File: src/rtl/qlog2_pkg.sv
// rtl/qlog2_pkg.sv - shared FSM type, default sizes and zero-operand result helper for qlog2_seq
package qlog2_pkg;

  typedef enum logic [1:0] {
    IDLE = 2'd0,
    NORM = 2'd1,
    ITER = 2'd2,
    DONE = 2'd3
  } qlog2_state_e;

  localparam int unsigned QLOG2_W = 32;
  localparam int unsigned QLOG2_F = 16;

  // Most negative w-bit two's-complement value (MSB set, rest zero); valid for w <= 64.
  function automatic logic [63:0] qlog2_err_word(input int unsigned w);
    qlog2_err_word = 64'd1 << (w - 1);
  endfunction

endpackage

File: src/rtl/qlog2_lod.sv
// rtl/qlog2_lod.sv - combinational leading-one detector: MSB index of din plus a zero flag
module qlog2_lod
  import qlog2_pkg::*;
#(
  parameter int unsigned W  = QLOG2_W,
  localparam int unsigned IW = $clog2(W)
) (
  input  logic [W-1:0]  din,
  output logic [IW-1:0] msb_idx,
  output logic          zero
);

  always_comb begin
    msb_idx = '0;
    for (int i = 0; i < W; i++) begin
      if (din[i]) msb_idx = IW'(i);
    end
    zero = (din == '0);
  end

endmodule

File: src/rtl/qlog2_seq.sv
// rtl/qlog2_seq.sv - sequential Q(W-F).F log2 by repeated squaring; QLOG2_ROUND_EN adds a rounding iteration
module qlog2_seq
  import qlog2_pkg::*;
#(
  parameter int unsigned W = QLOG2_W,
  parameter int unsigned F = QLOG2_F
) (
  input  logic         clk,
  input  logic         rst_n,
  input  logic         in_valid,
  output logic         in_ready,
  input  logic [W-1:0] in_data,
  output logic         out_valid,
  input  logic         out_ready,
  output logic [W-1:0] out_data,
  output logic         out_err
);

  localparam int unsigned IW = $clog2(W);
  localparam int unsigned KW = W - F;
  localparam int unsigned SW = 2 * F + 2;
`ifdef QLOG2_ROUND_EN
  localparam int unsigned NI = F + 1;
`else
  localparam int unsigned NI = F;
`endif
  localparam int unsigned CW = $clog2(NI);
  localparam logic [63:0] ERR_FULL = qlog2_err_word(W);

  qlog2_state_e          state_q, state_d;
  logic [W-1:0]          opnd_q, opnd_d;
  logic [F+1:0]          y_q, y_d;
  logic signed [KW-1:0]  k_q, k_d;
  logic [NI-1:0]         frac_q, frac_d;
  logic [CW-1:0]         cnt_q, cnt_d;
  logic                  in_ready_q, in_ready_d;
  logic                  out_valid_q, out_valid_d;
  logic [W-1:0]          out_data_q, out_data_d;
  logic                  out_err_q, out_err_d;

  logic [IW-1:0]         msb_idx;
  logic                  opnd_zero;
  logic [W-1:0]          norm_val;
  logic [SW-1:0]         sq;
  logic [F+1:0]          kept;
  logic                  frac_bit;
  logic [NI-1:0]         frac_nxt;
  logic [F-1:0]          frac_out;
  logic signed [KW-1:0]  k_out;
  logic                  last_iter;
  logic                  unused_bits;
`ifdef QLOG2_ROUND_EN
  logic [F:0]            rnd;
`endif

  qlog2_lod #(.W(W)) u_lod (
    .din     (opnd_q),
    .msb_idx (msb_idx),
    .zero    (opnd_zero)
  );

  always_ff @(posedge clk or negedge rst_n) begin
    if (!rst_n) begin
      state_q     <= IDLE;
      opnd_q      <= '0;
      y_q         <= '0;
      k_q         <= '0;
      frac_q      <= '0;
      cnt_q       <= '0;
      in_ready_q  <= 1'b0;
      out_valid_q <= 1'b0;
      out_data_q  <= '0;
      out_err_q   <= 1'b0;
    end else begin
      state_q     <= state_d;
      opnd_q      <= opnd_d;
      y_q         <= y_d;
      k_q         <= k_d;
      frac_q      <= frac_d;
      cnt_q       <= cnt_d;
      in_ready_q  <= in_ready_d;
      out_valid_q <= out_valid_d;
      out_data_q  <= out_data_d;
      out_err_q   <= out_err_d;
    end
  end

  always_comb begin
    state_d = state_q;
    case (state_q)
      IDLE:    if (in_valid && in_ready_q) state_d = NORM;
      NORM:    state_d = opnd_zero ? DONE : ITER;
      ITER:    if (last_iter) state_d = DONE;
      DONE:    if (out_ready) state_d = IDLE;
      default: state_d = IDLE;
    endcase
  end

  // Handshake flags are registered from the next state so they are low throughout reset.
  always_comb begin
    in_ready_d  = (state_d == IDLE);
    out_valid_d = (state_d == DONE);
  end

  always_comb begin
    last_iter = (cnt_q == CW'(NI - 1));
    if (msb_idx >= IW'(F)) norm_val = opnd_q >> (msb_idx - IW'(F));
    else                   norm_val = opnd_q << (IW'(F) - msb_idx);

    // y < 2.0 so y*y < 4.0 fits in 2F+2 bits; keeping [2F+1:F] truncates back to Q2.F.
    sq       = SW'(y_q) * SW'(y_q);
    kept     = sq[2*F+1:F];
    frac_bit = kept[F+1];
    frac_nxt = {frac_q[NI-2:0], frac_bit};
`ifdef QLOG2_ROUND_EN
    rnd      = {1'b0, frac_nxt[NI-1:1]} + {{F{1'b0}}, frac_nxt[0]};
    frac_out = rnd[F-1:0];
    k_out    = k_q + KW'(rnd[F]);
`else
    frac_out = frac_nxt;
    k_out    = k_q;
`endif

    opnd_d     = opnd_q;
    y_d        = y_q;
    k_d        = k_q;
    frac_d     = frac_q;
    cnt_d      = cnt_q;
    out_data_d = out_data_q;
    out_err_d  = out_err_q;
    case (state_q)
      IDLE: if (in_valid && in_ready_q) opnd_d = in_data;
      NORM: begin
        k_d    = KW'(msb_idx) - KW'(F);
        y_d    = norm_val[F+1:0];
        frac_d = '0;
        cnt_d  = '0;
        if (opnd_zero) begin
          out_err_d  = 1'b1;
          out_data_d = ERR_FULL[W-1:0];
        end
      end
      ITER: begin
        y_d    = frac_bit ? (kept >> 1) : kept;
        frac_d = frac_nxt;
        cnt_d  = cnt_q + CW'(1);
        if (last_iter) begin
          out_err_d  = 1'b0;
          out_data_d = {k_out, frac_out};
        end
      end
      default: ;
    endcase
  end

  assign unused_bits = ^{sq[F-1:0], norm_val[W-1:F+2], frac_q[NI-1]};

  assign in_ready  = in_ready_q;
  assign out_valid = out_valid_q;
  assign out_data  = out_data_q;
  assign out_err   = out_err_q;

endmodule

File: config.mk
export PLATFORM = sky130hd
export DESIGN_NAME = qlog2_seq
export DESIGN_NICKNAME = d
export VERILOG_FILES = /design/src/rtl/qlog2_pkg.sv /design/src/rtl/qlog2_lod.sv /design/src/rtl/qlog2_seq.sv
export SDC_FILE = /design/constraint.sdc
export NUM_CORES = 1
export LEC_CHECK = 0
export CAP_MARGIN = 20
export CORE_MARGIN = 2
export CORE_UTILIZATION = 30
export CTS_CLUSTER_DIAMETER = 150
export DETAILED_ROUTE_END_ITERATION = 10
export GPL_TIMING_DRIVEN = 0
export PLACE_DENSITY = 0.44
export REMOVE_ABC_BUFFERS = 1
export SLEW_MARGIN = 30
export SYNTH_ARGS = -nofsm -noshare
export SYNTH_HDL_FRONTEND = slang
export SYNTH_SLANG_ARGS = --single-unit
File: constraint.sdc
create_clock -name clk -period 9.2 [get_ports clk]
set_input_delay 1.38 -clock clk [delete_from_list [all_inputs] [get_ports clk]]
set_output_delay 1.38 -clock clk [all_outputs]
set_load 0.01 [all_outputs]
Word level (Yosys, flattened, before mapping)
Cells that the tools add are included.
- bits in latches: 0
- bits in read-only memories: 0
- bits of input ports: 36
- output and inout bits: 35
- flip-flop bits (word level): 122
- memories: 0
- RAM bits: 0
- divide/modulo/power cells: 0
- $mul: 1
- bitwise gates (word level): 0
- equality and inequality tests: 7
- reduce and logical (&&, ||, !) cells: 7
- multiplexer cells: 47
- shift-type cells: 2
- add/sub/neg operators: 4
- order comparisons: 1
- operators with widths (cell ; number):
    two-way mux 5 bit ; 16
    two-way mux 32 bit ; 2
    one-hot mux 32 bit (2 select lines) ; 1
    one-hot mux 18 bit (2 select lines) ; 1
    multiplier 18 x 18 -> 34 bit ; 1
    logical NOT 32 bit ; 1
    two-way mux 4 bit ; 8
    << shifter 32 x 5 -> 18 bit ; 1
    right shift 32 x 5 -> 18 bit ; 1
    one-hot mux 15 bit (2 select lines) ; 1
    two-way mux 18 bit ; 1
    two-way mux 17 bit ; 1
    two-way mux 3 bit ; 4
    two-way mux 2 bit ; 5
    one-hot mux 2 bit (4 select lines) ; 1
    one-hot mux 4 bit (2 select lines) ; 1
    == test 2 bit (second input constant) ; 3
    subtractor 5 x 5 -> 6 bit (second input constant) ; 1
    greater-or-equal comparator 5 bit (second input constant) ; 1
    subtractor 5 bit (first input constant) ; 1
    subtractor 5 bit (second input constant) ; 1
    adder 4 x 1 -> 4 bit (second input constant) ; 1
    == test 4 bit (second input constant) ; 1
    logical NOT 2 bit ; 2
    8 further kinds ; 12

Longest topological paths before layout
- word-level depth: 35
- gate-level depth with buffers: 29
- depth with buffers taken out: 26

Modules after synthesis
From an unflattened synthesis, not the netlist that was laid out.
- cells, all modules: 1722
- area, all modules: 15396.0 um2
- by module, submodules not included (module ; seq. area each (um2) ; times used ; area an instance (um2) ; cells an instance):
    qlog2_seq ; 2527.4 ; 1 ; 15061.9 ; 1657
    qlog2_lod ; 0.0 ; 1 ; 334.1 ; 65

Worst setup path before layout
No wires, ideal clock.
- path type: flip-flop to flip-flop
- from: register y_q[3]
- to: register y_q[7]
- data required time: 9.078 ns
- cell stages (with the launch flop): 27
- setup slack: 2.241 ns
- setup time: 0.122 ns
- arrival: 6.837 ns
- cells stage by stage: dfrtp_1 -> clkbuf_1 -> clkbuf_1 -> nand2_1 -> fa_1 -> inv_1 -> fa_1 -> inv_1 -> fa_1 -> fa_1 -> fa_1 -> inv_1 -> fa_1 -> ha_1 -> buf_6 -> a211o_1 -> a21oi_2 -> o2111a_1 -> a21boi_2 -> a31o_4 -> a41o_4 -> a211oi_4 -> xnor2_1 -> buf_2 -> mux2_2 -> o22ai_1 -> nor2_1
- word-level cells in the longest chain between the ends: 3
- ends and longest elaborated chain (item ; RTL line ; RTL):
    start: declaration ; qlog2_seq.sv:32 ; logic [F+1:0] y_q, y_d;
    start signal: assignment ; qlog2_seq.sv:77 ; y_q <= y_d;
    multiplier 18 x 18 -> 34 bit ; qlog2_seq.sv:111 ; sq = SW'(y_q) * SW'(y_q);
    two-way mux 17 bit ; qlog2_seq.sv:144 ; y_d = frac_bit ? (kept >> 1) : kept;
    one-hot mux 18 bit (2 select lines) ; qlog2_seq.sv:131 ; case (state_q)
No other way between the ends.
A chain may end at the register's enable or synchronous reset.

Final worst setup path
- from: register y_q[6]
- to: register y_q[11]
The elaborated chain is that of the path after synthesis.

==> summary.txt <==
Cells and area
  – Footprint of the multi-input gates: about 11000 um^2
  – Register area: around 2500 um^2
  – Fraction of layout cells with a size suffix above 1: under 10%
  – Final design utilization: between 30% and 40%
  – Filler cells: ~5300
  – Fin nets: 2051
  – Final Cell Area: about 17000 um^2
  – Area delta synth->final: 10.7%

Floorplan
  – Chip Height: between 200 and 250 um
  – Die area: roughly 53000 um^2
  – Die span in x: 230 um
  – Site row count: just over 80
  – Starting density of the core: a little under a third
  – I/O Pins: approximately 70
  – CORE AREA: ~50000 um^2

Clocking
  – Worst-Skew Late Latency: roughly 0.37 ns
  – Buffers inserted by post-CTS timing repair: 0
  – # hold bufs at CTS: 0
  – Root Buffer: clkbuf_16
  – Clock Tree Buf Depth: 2
  – Clk sinks: ~100
  – Resized Gates After CTS: 0
  – CTS tree: done
  – CTS H-tree lvls: 3
  – Clock slew at reported path FFs: about 0.080 ns
  – Num CTS Buffers: 9

Global route
  – Vias in the first global route: 12500
  – Initial antenna violation count: 1
  – Total Routing Usage GR: around 16%
  – Pin count of the biggest net entering global routing: 68
  – Global route total overflow: 0
  – First-pass GRT wire length: slightly below 70 mm

Yosys
  – Seq/Total Area, Yosys: between 10% and 20%
  – Leading cell type by number of instances after synthesis: inv_1
  – Mapped cell area: about 15000 um^2
  – Predominant post-synthesis flop cell: dfrtp_1
  – Synthesis Warnings: 0
  – Yosys reg bits: 101
  – Post-Syn Instances: 1689
  – Synth top area share: around 28%
  – Async set-or-reset flop fraction in the synthesized netlist: 100%
  – Average size of a mapped cell: 9.10 um^2
  – Largest area contributor in the netlist: fa_1
  – Synth top area cells: fa_1, dfrtp_1, ha_1, inv_1, mux2i_1
  – Post-synth EDFFs: 0
  – Synth unique cells: 80
  – Post-synth top cells: inv_1, fa_1, nand2_1

Critical path
  – Crit path buffers/inverters: 5
  – Critical Path RT: about 9.5 ns
  – Crit start category: flip-flop
  – Critical-path top delay cell: dfrtp_1
  – Max incr delay on CP: 0.91 ns
  – Most used cell, CP: fa_1
  – Crit path max fanout: 13
  – Critical path capture point type: flip-flop
  – Worst path cell trace: clkinv_1 -> nor2_1 -> fa_1 -> fa_1 -> inv_1 -> fa_1 -> inv_1 -> fa_1 -> inv_1 -> fa_1 -> inv_1 -> fa_1 -> ha_1 -> a21oi_1 -> a2bb2oi_1 -> o2111a_1 -> a21boi_2 -> a31o_4 -> a41o_4 -> a211oi_4 -> xor2_2 -> mux2i_1 -> o21ai_0 -> o31ai_1
  – Crit path max-delay family: adder cells
  – Reg2reg path depth: 24
  – CP arrival: 9.04 ns
  – Critical path depth: 24
  – Critical path class: reg2reg

Detailed routing
  – DRC errors left: 0
  – Routed vias: approximately 12000
  – Met1 Routed Length: 19.3 mm
  – Routed Antenna Nets: 0
  – DRT Pass-1 Iters: 5
  – Routed WL: approximately 42 mm
  – WL met2: ~20 mm
  – Met3 wire len: between 1.5 and 2 mm
  – Top Layer Used: met4
  – Drt via density: 4.93
  – Wire per inst: between 15 and 20 um
  – Iter 0 DRT Violations: roughly 600

Placed design
  – Dpl cell area: 16700 um^2
  – IO Port Bufs: 70
  – RePlAce Congestion: 0.805
  – HPWL after DPL: ~32 mm
  – Placement Setup Slack: 0.478 ns

STA
  – Final Hold Fails: 0
  – Setup violators final: 0
  – Period utilization: between 90% and 100%
  – Fin crit period: between 8 and 9 ns
  – Slew HR: around 30%
  – Unrepaired setup endpoints after global routing: false
  – Final worst setup slack: 0.429 ns
  – Worst Skew: 0.00941 ns
  – Final Max Tran Viols: 0
  – Max Fclk: 0.114 GHz
  – Worst slew pin tran: around 1.1 ns

Outcome
  – Status: finished clean

Worst hold path
  – Hold Crit Depth: 2
  – HP Class: reg2reg

Flow run
  – Max Cap Violations: 0
==> layer usage <==
layer	up-vias	track usage [%]
met3	42	2.05
met1	5964	22.6
met4	0	3.10
met2	209	27.7
met5	-	0
li1	5454	-
==> path summary, 6_finish.rpt <==
path,from,end,slack [ns]
setup / recovery,y_q[6],y_q[11],0.43
hold / removal,out_data[10],out_data[10],0.49
setup reg to reg,y_q[6],y_q[11],0.43
hold reg to reg,out_data[10],out_data[10],0.49
max in group asynchronous,rst_n,opnd_q[30],7.63
min in group asynchronous,rst_n,out_data[15],0.90
==> registers in the layout (all words and copies together) (netlist names) <==
register / count
cnt_q: 4
y_q: 18
k_out: 5
opnd_q: 32
frac_q: 15
in_ready: 1
state_q: 2
out_err: 1
out_data: 22
out_valid: 1
==> logic make-up (layout without fill, tap and decap cells) <==
family | count (synthesis) | count (layout) | share of synthesized area (%)
AND/OR/NAND/NOR | 412 | 412 | 12.4
adder cells (fa/ha/maj) | 327 | 327 | 37.1
flip-flops | 101 | 101 | 16.5
buffers and inverters | 434 | 438 | 11.2
multiplexers | 131 | 131 | 9.69
XOR/XNOR | 29 | 29 | 1.70
AO/OA/AOI/OAI | 255 | 255 | 11.4
other | 0 | 1 | 0
==> through the flow <==
step	setup TNS [ns]	hold WS [ns]	cells
after global routing	0	0.523	2365
after floorplan	0	0.450	1593
after detailed placement	0	0.472	2349
final	0	0.486	2366
after global placement	-10.64	0.465	2335
after CTS	0	0.489	2365
==> placed cells by master (no fill, tap or decap), types with 5 or more instances in the layout <==
cell type / instances
a211o_1: 5
a211oi_1: 10
a21o_1: 10
a21oi_1: 58
a221oi_1: 6
a31oi_1: 7
and2_1: 55
and3_1: 10
clkbuf_16: 9
clkdlybuf4s50_1: 69
dfrtp_1: 99
fa_1: 215
ha_1: 110
inv_1: 334
mux2_2: 42
mux2i_1: 79
mux4_2: 10
nand2_1: 166
nand2b_1: 7
nand3_1: 30
nand4_1: 5
nor2_1: 87
nor2b_1: 12
nor3_1: 15
nor4_1: 5
o211ai_1: 13
o21ai_0: 56
o21ai_1: 6
o221ai_1: 5
o22ai_1: 10
o31ai_1: 15
or2_2: 5
xnor2_1: 15
xor2_1: 10
==> worst register-to-register path: cells and delay by family, from the launching register on <==
kind / cells / cell delay, ns
simple gates: 1 / 0.55
flops: 1 / 0.91
compound gates: 9 / 2.15
xor+xnor: 1 / 0.53
buf+inv: 5 / 0.97
mux: 1 / 0.26
fa+ha+maj: 7 / 3.33
==> final cells by class <==
class,count,area share [%]
flip-flops and latches,101,14.9
repair buffers,84,5.33
clock buffers,10,1.35
clock inverters,6,0.375
inverters,338,7.46
diodes,1,0.0147
multi-input cells,1154,65.7
well taps,672,4.94
Power is left out: the tool's default activity adds up to more than one toggle a clock period on the data nets, which glitch-free logic cannot reach.
